## config.mk

```make
export PLATFORM = sky130hd
export DESIGN_NAME = i2c_bus_monitor
export DESIGN_NICKNAME = d
export VERILOG_FILES = /design/src/rtl/i2c_bus_monitor.sv
export SDC_FILE = /design/constraint.sdc
export NUM_CORES = 1
export LEC_CHECK = 0
export CELL_PAD_IN_SITES_DETAIL_PLACEMENT = 1
export CELL_PAD_IN_SITES_GLOBAL_PLACEMENT = 2
export CORE_MARGIN = 1.5
export CORE_UTILIZATION = 43
export DETAILED_ROUTE_END_ITERATION = 6
export PLACE_DENSITY = 0.91
export SLEW_MARGIN = 20
export SYNTH_ARGS = -nofsm -noshare
export SYNTH_HDL_FRONTEND = slang
export SYNTH_SLANG_ARGS = --single-unit
```

## constraint.sdc

```tcl
create_clock -name system_clock -period 3.2 [get_ports system_clock]
set_clock_uncertainty 0.05 [all_clocks]
set_input_delay 0.64 -clock system_clock [delete_from_list [all_inputs] [get_ports system_clock]]
set_output_delay 0.64 -clock system_clock [all_outputs]
set_load 0.05 [all_outputs]
```

## src/rtl/i2c_bus_monitor.sv

```systemverilog
// Passive I2C decoder: deglitches SCL/SDA, flags START/Sr/STOP, and queues {first, byte, ack} for a valid/ready consumer.
// Never drives the bus; a full queue drops the new byte and sets a sticky overflow flag.
`timescale 1ns/1ps
module i2c_bus_monitor #(
  parameter int SYNC_STAGES = 2,
  parameter int FILTER_LEN  = 3,
  parameter int FIFO_DEPTH  = 4
) (
  input  logic       system_clock,
  input  logic       reset,
  input  logic       scl,
  input  logic       sda,
  output logic       out_valid,
  input  logic       out_ready,
  output logic [7:0] out_data,
  output logic       out_ack,
  output logic       out_first,
  output logic       start_pulse,
  output logic       stop_pulse,
  output logic       bus_busy,
  output logic       bus_error,
  output logic       overflow
);
  localparam int CW = $clog2(FILTER_LEN + 1);
  localparam int AW = $clog2(FIFO_DEPTH);

  typedef enum logic [1:0] {IDLE, BITS, ACK_BIT} state_t;

  logic [SYNC_STAGES-1:0] scl_sync_q, sda_sync_q;
  logic [1:0]             line_sync, filt_q, prev_q;
  logic [CW-1:0]          fcnt_q [2];

  always_ff @(posedge system_clock or posedge reset) begin
    if (reset) begin
      scl_sync_q <= '1;
      sda_sync_q <= '1;
    end else begin
      scl_sync_q <= {scl_sync_q[SYNC_STAGES-2:0], scl};
      sda_sync_q <= {sda_sync_q[SYNC_STAGES-2:0], sda};
    end
  end

  assign line_sync = {sda_sync_q[SYNC_STAGES-1], scl_sync_q[SYNC_STAGES-1]};

  // Index 0 is SCL, index 1 is SDA.
  always_ff @(posedge system_clock or posedge reset) begin
    if (reset) begin
      filt_q <= '1;
      prev_q <= '1;
      for (int i = 0; i < 2; i++) fcnt_q[i] <= '0;
    end else begin
      prev_q <= filt_q;
      for (int i = 0; i < 2; i++) begin
        if (line_sync[i] == filt_q[i]) begin
          fcnt_q[i] <= '0;
        end else if (fcnt_q[i] == CW'(FILTER_LEN - 1)) begin
          filt_q[i] <= line_sync[i];
          fcnt_q[i] <= '0;
        end else begin
          fcnt_q[i] <= fcnt_q[i] + CW'(1);
        end
      end
    end
  end

  logic scl_f, sda_f, scl_rise, scl_hold_hi, start_det, stop_det;
  assign scl_f       = filt_q[0];
  assign sda_f       = filt_q[1];
  assign scl_rise    = scl_f & ~prev_q[0];
  assign scl_hold_hi = scl_f & prev_q[0];
  assign start_det   = scl_hold_hi & prev_q[1] & ~sda_f;
  assign stop_det    = scl_hold_hi & ~prev_q[1] & sda_f;

  state_t     state_q, state_d;
  logic [3:0] bit_cnt_q, bit_cnt_d;
  logic [7:0] shift_q, shift_d;
  logic       first_q, first_d;
  logic       push, in_byte;

  always_ff @(posedge system_clock or posedge reset) begin
    if (reset) begin
      state_q   <= IDLE;
      bit_cnt_q <= '0;
      shift_q   <= '0;
      first_q   <= 1'b0;
    end else begin
      state_q   <= state_d;
      bit_cnt_q <= bit_cnt_d;
      shift_q   <= shift_d;
      first_q   <= first_d;
    end
  end

  always_comb begin
    state_d   = state_q;
    bit_cnt_d = bit_cnt_q;
    shift_d   = shift_q;
    first_d   = first_q;
    if (stop_det) begin
      state_d   = IDLE;
      bit_cnt_d = '0;
    end else if (start_det) begin
      state_d   = BITS;
      bit_cnt_d = '0;
      first_d   = 1'b1;
    end else if (scl_rise) begin
      case (state_q)
        BITS: begin
          shift_d   = {shift_q[6:0], sda_f};
          bit_cnt_d = bit_cnt_q + 4'd1;
          if (bit_cnt_q == 4'd7) state_d = ACK_BIT;
        end
        ACK_BIT: begin
          first_d   = 1'b0;
          bit_cnt_d = '0;
          state_d   = BITS;
        end
        default: ;
      endcase
    end
  end

  // A STOP or Sr is always preceded by one SCL pulse that lands as bit 1 of a new
  // byte, so only a count above one means the condition broke into real data.
  always_comb begin
    in_byte     = (state_q == ACK_BIT) || (state_q == BITS && bit_cnt_q > 4'd1);
    start_pulse = start_det;
    stop_pulse  = stop_det;
    bus_error   = (start_det | stop_det) & in_byte;
    bus_busy    = (state_q != IDLE);
    push        = scl_rise & ~start_det & ~stop_det & (state_q == ACK_BIT);
  end

  logic [9:0]    mem_q [FIFO_DEPTH];
  logic [AW-1:0] wr_ptr_q, rd_ptr_q;
  logic [AW:0]   cnt_q;
  logic          full, pop, push_ok, overflow_q;

  assign out_valid = (cnt_q != '0);
  assign full      = (cnt_q == (AW+1)'(FIFO_DEPTH));
  assign pop       = out_valid & out_ready;
  assign push_ok   = push & (~full | pop);
  assign {out_first, out_data, out_ack} = mem_q[rd_ptr_q];
  assign overflow  = overflow_q;

  always_ff @(posedge system_clock or posedge reset) begin
    if (reset) begin
      for (int i = 0; i < FIFO_DEPTH; i++) mem_q[i] <= '0;
      wr_ptr_q   <= '0;
      rd_ptr_q   <= '0;
      cnt_q      <= '0;
      overflow_q <= 1'b0;
    end else begin
      if (push_ok) begin
        mem_q[wr_ptr_q] <= {first_q, shift_q, sda_f};
        wr_ptr_q        <= wr_ptr_q + AW'(1);
      end
      if (pop) rd_ptr_q <= rd_ptr_q + AW'(1);
      case ({push_ok, pop})
        2'b10:   cnt_q <= cnt_q + (AW+1)'(1);
        2'b01:   cnt_q <= cnt_q - (AW+1)'(1);
        default: cnt_q <= cnt_q;
      endcase
      if (push & full & ~pop) overflow_q <= 1'b1;
    end
  end
endmodule

```

Word-level counts from Yosys, hierarchy flattened:

Cells that the tools add are included.

* register bits: 75
* input bits: 5
* output and inout port bits: 16

* add/subtract/negate cells: 7
* magnitude comparators: 4
* eq/ne operators: 11
* multiplexer cells: 23
* bitwise logic cells: 27
* reductions and logical operators: 16

Operators with widths (count)
* 40-bit bitwise mux: 1
* 10-bit 2-to-1 mux: 3
* 10-bit binary-select mux with 2-bit select: 1
* 10-bit demux with 2-bit select: 1
* 2-bit 2-to-1 mux: 8
* 1-bit bitwise AND: 14
* 4-bit 2-to-1 mux: 3
* 1-bit inverter: 9
* 2-bit by 1-bit adder with 2-bit output, second input constant: 4
* 2-bit equality test, second input constant: 4
* 4-bit case mux with 2 select lines: 1
* 2-bit nonzero test: 4
* 3-bit greater-or-equal comparator, second input constant: 2
* 2-bit inverter with 3-bit output: 2
* 3-bit case mux with 2 select lines: 1
* 2-bit AND reduction: 3
* 3-bit AND reduction: 2
* 3-bit nonzero test: 2
* 4-bit by 1-bit adder with 4-bit output, second input constant: 1
* 2-bit by 1-bit equality test with 1-bit output, second input constant: 2
* 4-bit by 3-bit equality test with 1-bit output, second input constant: 1
* 4-bit by 1-bit > comparator with 1-bit output, second input constant: 1
* 4-bit inequality test, second input constant: 1
* 2-bit case mux with 2 select lines: 1
* 11 further kinds: 16

Longest topological paths before layout:

* word-level depth: 10
* depth in mapped cells: 11
* gate-level depth less buffers: 11

Worst setup path before layout:

No wires, ideal clock.

* path type: reg-to-output
* from: reg filt_q[0]
* to: out stop_pulse
* data arrival time: 2.007 ns
* required time: 2.510 ns
* setup slack: 0.503 ns
* cell stages (with the launch flop): 4
* buffers on the path: 1
* cells stage by stage: dfstp_2 buf_2 nand2_1 nor3b_1

* cells in the longest elaborated chain, start to end: 3

Ends and longest elaborated chain
* start: declaration: line 30 `logic [1:0] line_sync, filt_q, prev_q;`
* start signal: indexed assignment: line 57 `filt_q[i] <= line_sync[i];`
* 1-bit bitwise AND: line 70 `assign scl_hold_hi = scl_f & prev_q[0];`
* 1-bit bitwise AND (2 in a row): line 72 `assign stop_det = scl_hold_hi & ~prev_q[1] & sda_f;`
* end: declaration: line 19 `output logic stop_pulse,`

Every way passes these cells.

Worst setup path in the final report:

* from: reg bit_cnt_q[0]
* to: out bus_error

* cells in the longest elaborated chain, start to end: 4

Ends and longest elaborated chain
* start: declaration: line 75 `logic [3:0] bit_cnt_q, bit_cnt_d;`
* start signal: assignment: line 88 `bit_cnt_q <= bit_cnt_d;`
* 4-bit by 1-bit > comparator with 1-bit output: line 126 `in_byte = (state_q == ACK_BIT) || (state_q == BITS && bit_cnt_q > 4'd1);`
* 1-bit logical AND: line 126
* 1-bit logical OR: line 126
* 1-bit bitwise AND: line 129 `bus_error = (start_det | stop_det) & in_byte;`
* end: declaration: line 21 `output logic bus_error,`

Every way passes these cells.

==> metrics.cfg <==
[yosys]
avgSynthCellArea_sq_um=15.0
yosys.cell_types.count=39
synth_warnings=0
synth-seq-cells=75
synth_seq_area_share=0.553
async_flop_share=1.00
synth.net_count=244
synthCells=227
synth_flop_cell=sky130_fd_sc_hd__dfrtp_1
synthesis.area_sq_um=3410
synth_edf_count=0

[layout]
mostFrequentLayoutCell=sky130_fd_sc_hd__dfrtp_1
area_growth_pct=16.6
finalNonFillerCells=368
stdcell_area_sq_um=3980
final_core_utilization=0.517
fillCellCount=767
finalNetCount=278
layout.cells.most_common_list=sky130_fd_sc_hd__dfrtp_1 (67), sky130_fd_sc_hd__mux2_2 (40), sky130_fd_sc_hd__clkdlybuf4s50_1 (20)
n_antenna_cell=0
layout-drive-gt1-share=0.353
seqCellArea_sq_um=1890
multi_input_area_sq_um=1450

[outcome]
status=finished, final reports clean

[clock_tree]
htree_levels=3
postCtsResizedCells=0
tritoncts=yes
clkTransAtPathRegs_ns=0.07
clock_latency_ns=0.35
cts.sink_count=75
clockRootBuffer=sky130_fd_sc_hd__clkbuf_8
cts_hold_buf=0
numCtsBuffers=9
post_cts_setup_buffers=0
maximum_root_to_sink_buffer_count=2

[place]
total_placed_cells_including_tap_cells=352
place.detailed.hpwl_mm=4.78
gpl_congestion=0.760
placedInstanceArea_sq_um=3780
place_worst_setup_slack_ns=0.303
port-buffer-count=20

[power]
power_per_cell_area_nw_per_um2=887
power_leakage_nw=1.91
largest_vdd_supply_drop_v=0.000510

[timing]
worst_slew_margin_rel=0.590
post-route-worst-setup-slack_ns=0.240
hold_violations=0
final.min_clock_period_ns=2.96
final.period_utilization=0.925
finalSetupTns_ns=0
setup_violations=0
maxSlewViolCount=0
rsz0062_at_grt=no
fmaxAchievable_ghz=0.338
worstMarginPinSlew_ns=0.614

[detailed_routing]
drtPass1Iterations=4
initialDrtViolationCount=65
post_dr_vias_cell=5.30
route.final.wire_length_mm=6.68
remaining_drc_errors=0
num_vias=1952
wire_per_inst_um=18.2
drt.antenna.violating_nets=0

[worst_setup_path]
timing.critical_path.required_ns=2.51
critPathCaptureType=output port
worst-path-max-fanout=7
cp-start-kind=flip-flop
crit_type=reg2out
worst-endpoint-arrival_ns=2.27

[global_route]
grt_pass1_vias=2161
global_route.usage.total=0.180
grt_start_max_net_pins=36
antenna_found_initial=0
grt_overflow=0
grt_first_pass_wirelength_mm=11.4

[floorplan]
die-area_sq_um=8470
ioPinCount=21
row_count=32
floorplan.initialDensity=0.444
die_height_um=92.0
core_area_sq_um=7690
floorplan.die.width_um=92.0

[run]
drv.max_cap_violation_count=0

[worst_hold_path]
worstHoldPathType=reg2reg

[routing by layer]
layer,up-vias,global-route usage,part of all wire
met2,24,0.316,0.53
met1,1034,0.218,0.43
met5,-,0,0
li1,886,-,-
met3,8,0.0348,0.020
met4,0,0.0692,0.015
[worst max-delay path: stages (launching register included)]
cell and delay (ns):
sky130_fd_sc_hd__dfrtp_1 0.46, sky130_fd_sc_hd__inv_1 0.07, sky130_fd_sc_hd__ha_1 0.19, sky130_fd_sc_hd__o21ai_0 0.15
sky130_fd_sc_hd__a21oi_1 0.09, sky130_fd_sc_hd__nor3_1 0.14, sky130_fd_sc_hd__clkdlybuf4s50_1 0.83
[power breakdown]
| part | internal (mW) | leakage (nW) | switching, mW |
|---|---|---|---|
| Clock | 0.378 | 0.0991 | 0.342 |
| Sequential | 1.23 | 0.978 | 0.261 |
| Combinational | 0.624 | 0.828 | 0.693 |
[sequential cells by signal, summed over array words and instances, names as in the netlist, 2 cells and up]
| register | flops |
|---|---|
| state_q | 2 |
| mem_q | 40 |
| fcnt_q | 4 |
| filt_q | 2 |
| wr_ptr_q | 2 |
| sda_sync_q | 2 |
| prev_q | 2 |
| bit_cnt_q | 4 |
| rd_ptr_q | 2 |
| cnt_q | 3 |
| shift_q | 8 |
| scl_sync_q | 2 |
[Yosys cell counts (2+ instances only)]
library cell,count,area (sq um)
sky130_fd_sc_hd__ha_1,11,138
sky130_fd_sc_hd__mux2_1,5,56.3
sky130_fd_sc_hd__o21bai_1,2,15.0
sky130_fd_sc_hd__nor2b_1,2,12.5
sky130_fd_sc_hd__nor2_1,4,15.0
sky130_fd_sc_hd__nor3_1,3,15.0
sky130_fd_sc_hd__dfrtp_1,67,1680
sky130_fd_sc_hd__nand2_4,3,33.8
sky130_fd_sc_hd__nor3b_1,4,30.0
sky130_fd_sc_hd__nand2_1,6,22.5
sky130_fd_sc_hd__inv_1,13,48.8
sky130_fd_sc_hd__xor2_1,3,26.3
sky130_fd_sc_hd__o21ai_0,8,40.0
sky130_fd_sc_hd__a22o_1,2,17.5
sky130_fd_sc_hd__a21oi_1,2,10.0
sky130_fd_sc_hd__mux2_2,40,450
sky130_fd_sc_hd__a21o_1,2,15.0
sky130_fd_sc_hd__xnor2_1,6,52.6
sky130_fd_sc_hd__mux2_4,5,75.1
sky130_fd_sc_hd__dfstp_2,8,210
sky130_fd_sc_hd__buf_2,4,20.0
sky130_fd_sc_hd__mux4_2,10,225
[cell type report]
| class | instances | area share |
|---|---|---|
| Multi-Input combinational cell | 135 | 0.366 |
| Clock inverter | 5 | 0.0132 |
| Timing Repair Buffer | 27 | 0.0667 |
| Tap cell | 102 | 0.0321 |
| Inverter | 13 | 0.0123 |
| Clock buffer | 11 | 0.0356 |
| Sequential cell | 75 | 0.475 |
[kinds of logic (layout without fill, tap and decap cells)]
family,count (synthesis),count (layout),synth area share
simple gates,34,34,0.0818
mux,60,60,0.237
buf+inv,17,56,0.0202
compound gates,20,20,0.0385
fa+ha+maj,12,12,0.0462
xor+xnor,9,9,0.0231
flops,75,75,0.553
[final timing paths]
| path | startpoint | end | slack, ns | cells past startpoint |
|---|---|---|---|---|
| max | bit_cnt_q[0] | bus_error | 0.24 | 6 |
| min | sda_sync_q[0] | sda_sync_q[1] | 0.31 | 0 |
| max reg2reg | cnt_q[1] | cnt_q[2] | 0.91 | 9 |
| min reg2reg | sda_sync_q[0] | sda_sync_q[1] | 0.31 | 0 |
| max in group asynchronous | reset | mem_q[19] | 1.84 | 3 |
| min in group asynchronous | reset | fcnt_q[2] | 0.64 | 2 |
[stage by stage]
stage | hold slack [ns] | power [mW]
after CTS | 0.309 | 3.58
after global placement | 0.297 | 2.78
after detailed placement | 0.298 | 2.85
final | 0.308 | 3.53
after global routing | 0.311 | 3.75
after floorplan | 0.295 | 2.44
Note: power is estimated with default switching activity, not from simulation.
